**src/rtl/alu_pkg.sv**
```systemverilog
// Shared definitions for the round-robin ALU arbiter: opcodes and FSM states.
package alu_pkg;

    localparam logic [1:0] OP_ADD = 2'b00;
    localparam logic [1:0] OP_OR  = 2'b01;
    localparam logic [1:0] OP_SUB = 2'b10;
    localparam logic [1:0] OP_XOR = 2'b11;

    typedef enum logic {
        ST_IDLE = 1'b0,
        ST_BUSY = 1'b1
    } state_t;

endpackage

```
**src/rtl/alu_core.sv**
```systemverilog
// Combinational N-bit ALU: ADD, OR, SUB, XOR.
// Optional macro ALU_FLAGS_EN adds a carry output (carry-out for ADD, borrow for SUB).
module alu_core
    import alu_pkg::*;
#(
    parameter int unsigned N = 4
) (
    input  logic [N-1:0] a,
    input  logic [N-1:0] b,
    input  logic [1:0]   op,
    output logic [N-1:0] y
`ifdef ALU_FLAGS_EN
    ,
    output logic         carry
`endif
);

`ifdef ALU_FLAGS_EN
    // One extra bit holds carry-out of the add and borrow of the subtract.
    localparam int unsigned W = N + 1;
`else
    localparam int unsigned W = N;
`endif

    logic [W-1:0] sum_w;
    logic [W-1:0] diff_w;

    // Operation select; subtraction wraps modulo 2^N.
    always_comb begin
        sum_w  = W'(a) + W'(b);
        diff_w = W'(a) - W'(b);
        y      = '0;
        case (op)
            OP_ADD:  y = sum_w[N-1:0];
            OP_OR:   y = a | b;
            OP_SUB:  y = diff_w[N-1:0];
            default: y = a ^ b;
        endcase
`ifdef ALU_FLAGS_EN
        carry = 1'b0;
        case (op)
            OP_ADD:  carry = sum_w[N];
            OP_SUB:  carry = diff_w[N];
            default: carry = 1'b0;
        endcase
`endif
    end

endmodule

```
**src/rtl/alu_rr_arbiter.sv**
```systemverilog
// Two-requester round-robin arbiter in front of one shared ALU core.
// Grant in IDLE latches the winner's operands; the registered result follows one cycle later.
// Optional macro ALU_FLAGS_EN adds registered zero_flag / carry_flag outputs.
module alu_rr_arbiter
    import alu_pkg::*;
#(
    parameter int unsigned N = 4
) (
    input  logic         clk,
    input  logic         rst,
    input  logic         req0,
    input  logic [N-1:0] a0,
    input  logic [N-1:0] b0,
    input  logic [1:0]   op0,
    input  logic         req1,
    input  logic [N-1:0] a1,
    input  logic [N-1:0] b1,
    input  logic [1:0]   op1,
    output logic         gnt0,
    output logic         gnt1,
    output logic [N-1:0] result,
    output logic         result_valid,
    output logic         result_id
`ifdef ALU_FLAGS_EN
    ,
    output logic         zero_flag,
    output logic         carry_flag
`endif
);

    state_t       state_q, state_d;
    logic         last_gnt_q, last_gnt_d;
    logic [N-1:0] a_q, a_d;
    logic [N-1:0] b_q, b_d;
    logic [1:0]   op_q, op_d;
    logic         id_q, id_d;
    logic         gnt0_q, gnt0_d;
    logic         gnt1_q, gnt1_d;
    logic [N-1:0] result_q, result_d;
    logic         result_valid_q, result_valid_d;
    logic         result_id_q, result_id_d;
    logic         pick;
    logic [N-1:0] alu_y;
`ifdef ALU_FLAGS_EN
    logic         alu_carry;
    logic         zero_q, zero_d;
    logic         carry_q, carry_d;
`endif

    alu_core #(.N(N)) u_alu_core (
        .a     (a_q),
        .b     (b_q),
        .op    (op_q),
        .y     (alu_y)
`ifdef ALU_FLAGS_EN
        ,
        .carry (alu_carry)
`endif
    );

    // Arbitration, operand capture and result update; pulses default low.
    always_comb begin
        state_d        = state_q;
        last_gnt_d     = last_gnt_q;
        a_d            = a_q;
        b_d            = b_q;
        op_d           = op_q;
        id_d           = id_q;
        gnt0_d         = 1'b0;
        gnt1_d         = 1'b0;
        result_d       = result_q;
        result_valid_d = 1'b0;
        result_id_d    = result_id_q;
        pick           = 1'b0;
`ifdef ALU_FLAGS_EN
        zero_d         = zero_q;
        carry_d        = carry_q;
`endif
        case (state_q)
            ST_IDLE: begin
                if (req0 || req1) begin
                    // Contention goes to whoever was not granted last.
                    pick       = (req0 && req1) ? ~last_gnt_q : req1;
                    id_d       = pick;
                    a_d        = pick ? a1  : a0;
                    b_d        = pick ? b1  : b0;
                    op_d       = pick ? op1 : op0;
                    gnt0_d     = ~pick;
                    gnt1_d     = pick;
                    last_gnt_d = pick;
                    state_d    = ST_BUSY;
                end
            end
            ST_BUSY: begin
                result_d       = alu_y;
                result_valid_d = 1'b1;
                result_id_d    = id_q;
`ifdef ALU_FLAGS_EN
                zero_d         = (alu_y == '0);
                carry_d        = alu_carry;
`endif
                state_d        = ST_IDLE;
            end
            default: state_d = ST_IDLE;
        endcase
    end

    // State and output registers with synchronous reset.
    always_ff @(posedge clk) begin
        if (rst) begin
            state_q        <= ST_IDLE;
            last_gnt_q     <= 1'b1;
            a_q            <= '0;
            b_q            <= '0;
            op_q           <= '0;
            id_q           <= 1'b0;
            gnt0_q         <= 1'b0;
            gnt1_q         <= 1'b0;
            result_q       <= '0;
            result_valid_q <= 1'b0;
            result_id_q    <= 1'b0;
`ifdef ALU_FLAGS_EN
            zero_q         <= 1'b0;
            carry_q        <= 1'b0;
`endif
        end else begin
            state_q        <= state_d;
            last_gnt_q     <= last_gnt_d;
            a_q            <= a_d;
            b_q            <= b_d;
            op_q           <= op_d;
            id_q           <= id_d;
            gnt0_q         <= gnt0_d;
            gnt1_q         <= gnt1_d;
            result_q       <= result_d;
            result_valid_q <= result_valid_d;
            result_id_q    <= result_id_d;
`ifdef ALU_FLAGS_EN
            zero_q         <= zero_d;
            carry_q        <= carry_d;
`endif
        end
    end

    assign gnt0         = gnt0_q;
    assign gnt1         = gnt1_q;
    assign result       = result_q;
    assign result_valid = result_valid_q;
    assign result_id    = result_id_q;
`ifdef ALU_FLAGS_EN
    assign zero_flag    = zero_q;
    assign carry_flag   = carry_q;
`endif

endmodule

```
**config.mk**
```make
export PLATFORM = sky130hd
export DESIGN_NAME = alu_rr_arbiter
export DESIGN_NICKNAME = d
export VERILOG_FILES = /design/src/rtl/alu_pkg.sv /design/src/rtl/alu_core.sv /design/src/rtl/alu_rr_arbiter.sv
export SDC_FILE = /design/constraint.sdc
export NUM_CORES = 1
export LEC_CHECK = 0
export ABC_CLOCK_PERIOD_IN_PS = 1900
export CAP_MARGIN = 20
export CORE_MARGIN = 1
export CORE_UTILIZATION = 53
export CTS_BUF_LIST = sky130_fd_sc_hd__clkbuf_16
export DETAILED_ROUTE_END_ITERATION = 6
export DONT_BUFFER_PORTS = 1
export GPL_ROUTABILITY_DRIVEN = 0
export PLACE_DENSITY = 0.69
export SLEW_MARGIN = 20
export SYNTH_ARGS = -nofsm -noshare
export SYNTH_HDL_FRONTEND = slang
export SYNTH_SLANG_ARGS = --single-unit
export TNS_END_PERCENT = 1
```
**constraint.sdc**
```tcl
create_clock -name clk -period 1.9 [get_ports clk]
set_input_delay 0.38 -clock clk [delete_from_list [all_inputs] [get_ports clk]]
set_output_delay 0.38 -clock clk [all_outputs]
set_load 0.02 [all_outputs]
```
==> impl_metrics.json <==
{
  "cp_slowest_stage_delay_ps": 320,
  "syn_inst": 130,
  "yosys_register_bits": 21,
  "setup_slack_ps": 17.32,
  "ant_nets": 0,
  "clockBufferDepth": 2,
  "fin_util": 0.6531,
  "yosysTopAreaCell": "dfxtp_1",
  "dp.cells": 159,
  "netlist_top_cells_area": "dfxtp_1, mux2i_1, ha_1",
  "synth_warnings": 0,
  "setup_violations": 0,
  "synth_commonest_cells": "dfxtp_1, nor2_1, a211oi_1, mux2i_1, inv_1",
  "place_hpwl_um": 1667,
  "final_nets": 170,
  "cts.sinks": 21,
  "p_seq_frac": 0.421,
  "port_buffers": 0,
  "grt_max_degree": 22,
  "num_io_pins": 32,
  "timing.final.max_slew_violations": 0,
  "cap_violations": 0,
  "critPathSlowestCell": "dfxtp_2",
  "synth_fp_nets": 163,
  "rows": 16,
  "synth_seq_area_share": 0.3676,
  "synth_edf_count": 0,
  "ys.flop_type": "dfxtp_1",
  "path_max_fanout": 2,
  "path_cells": "inv_1, ha_1, nand2_1, a21boi_2, ha_1, nor2b_1, o21a_1, o2111ai_2, nand3b_1",
  "startpoint_type": "flip-flop",
  "period_needed_ps": 1883,
  "syn_avg_cell_area_um2": 8.797,
  "max_freq_ghz": 0.5312,
  "fin_area_mm2": 0.001308,
  "dieArea_mm2": 0.002347,
  "tightest_slew_ps": 446.1,
  "arrival_ps": 2020,
  "leakage_nw": 0.5249,
  "cts_hold_buffers": 0,
  "hold_viol_final": 0,
  "end_kind": "flip-flop",
  "wl_um": 2291,
  "overflow": 0,
  "hold_path.class": "primary input to flip-flop",
  "grt.total_usage": 0.2171,
  "fin_cells": 163,
  "layout-drive-gt1-share": 0.1544,
  "period_share": 0.9909,
  "via_per_inst": 5.663,
  "peakVddDrop_uv": 643.5,
  "drc": 0,
  "crit_required_ps": 2030,
  "wl_per_cell_um": 14.06,
  "cts_htree_levels": 1,
  "synth_top_area_share": 0.3676,
  "num_antenna_cells": 0,
  "core-area_mm2": 0.002002,
  "finalSetupTns_ps": 0,
  "ys_types": 30,
  "grt_pass1_wl_um": 3912,
  "relSlewSlack": 0.6995,
  "fin_skew_ps": 4.120,
  "place_area_mm2": 0.001215,
  "die_y_um": 48.45,
  "clk_latency_ps": 260,
  "p_per_area_mw_per_mm2": 976.6,
  "pre_cts_ws_ps": -82.17,
  "initialDrtViolationCount": 1,
  "crit_top_cell": "ha_1",
  "synth_area_mm2": 0.001144,
  "antenna_found_initial": 0,
  "power.switching_mw": 0.3713,
  "cts_buffers": 3,
  "status": "completed",
  "vias": 923,
  "swShare": 0.2908,
  "cts_tree": "yes",
  "syn2layout_area_growth_pct": 14.33,
  "first_pass_iters": 4,
  "async_reset_ff_frac": 0,
  "grt_pass1_vias": 908,
  "critPathKind": "flip-flop to flip-flop",
  "start_util": 0.5713,
  "internal-power_mw": 0.9056,
  "power_frac_clock": 0.352,
  "rsz0062_at_grt": "true",
  "clock-root-buffer": "clkbuf_16",
  "synth.most_common_cell": "dfxtp_1",
  "fp.dieW_um": 48.45,
  "combPwrFrac": 0.227,
  "clkTransAtPathRegs_ps": 60
}
==> routing by layer <==
| metal | vias to the layer above | GRT usage | part of all wire |
|---|---|---|---|
| met2 | 34 | 0.3850 | 0.50 |
| met5 | - | 0 | 0 |
| met4 | 0 | 0.1078 | 0.019 |
| met3 | 6 | 0.05346 | 0.050 |
| li1 | 467 | - | - |
| met1 | 416 | 0.2406 | 0.43 |
==> power groups by stage <==
| stage | clock [mW] | sequential, mW | combinational (mW) |
|---|---|---|---|
| 3_5_place_dp | 0 | 0.546 | 0.277 |
| 5_1_grt | 0.476 | 0.544 | 0.328 |
| 4_1_cts | 0.454 | 0.537 | 0.291 |
| 6_report | 0.449 | 0.538 | 0.290 |
| 2_1_floorplan | 0 | 0.535 | 0.221 |
| 3_3_place_gp | 0 | 0.543 | 0.267 |
==> kinds of logic after synthesis <==
family	synth area share
XOR/XNOR	0.02298
buffers and inverters	0.05909
AO/OA/AOI/OAI	0.1915
multiplexers	0.09628
adder cells (fa/ha/maj)	0.1050
flip-flops	0.3676
AND/OR/NAND/NOR	0.1575
==> critical path, delay by kind of cell (launching register included) <==
kind	cells	cell delay (ps)
fa+ha+maj	2	540
simple gates	3	320
buf+inv	1	50
compound gates	3	530
flops	1	320
==> final cells by class <==
type / instances / area (um2)
clock buffer: 3 / 75.07
clock inverter: 1 / 5.005
fill: 170 / 694.4
inverter: 10 / 37.54
multi-input combinational: 92 / 665.6
sequential: 21 / 422.9
tap: 27 / 33.78
timing repair buffer: 9 / 67.56
==> flip-flops by register name, summed over array words and instances, names as in the netlist <==
| name | cells |
|---|---|
| last_gnt_q | 1 |
| a_q | 4 |
| id_q | 1 |
| gnt0 | 1 |
| b_q | 4 |
| result_valid | 1 |
| op_q | 2 |
| state_q | 1 |
| result_id | 1 |
| result | 4 |
| gnt1 | 1 |
==> through the flow <==
step | power (mW) | hold slack, ps
after CTS | 1.282 | 183.0
final | 1.277 | 194.1
after floorplan | 0.7564 | 464.3
after global placement | 0.8102 | 452.0
after detailed placement | 0.8232 | 454.1
after global routing | 1.348 | 185.1
==> final timing paths <==
path,end,slack [ps],startpoint,cells past startpoint
setup / recovery,result[3],20,b_q[0],9
hold reg to reg,a_q[0],490,a_q[0],2
setup reg to reg,result[3],20,b_q[0],9
hold / removal,result[1],190,rst,1
==> layout by cell type, fill, tap and decap left out, drive strengths merged, types with 2 or more instances in the layout <==
cell,netlist,final
dfxtp,21,21
ha,8,8
nor2b,3,3
a211oi,11,11
inv,10,10
xnor2,3,3
o211ai,2,2
mux2i,11,11
a21boi,2,2
nor3,4,4
nor2,20,20
clkbuf,6,3
o21ai,6,6
buf,1,9
nand2,9,9
==> what timing repair did <==
action | 4_1_cts | 5_1_grt
setup buffers | 0 | 0
endpoints found under the setup margin | 1 | 2
cloned | 0 | 0
gates resized for setup | 4 | 0
pin swaps | 1 | 1
Power figures use the tool's default switching activity.
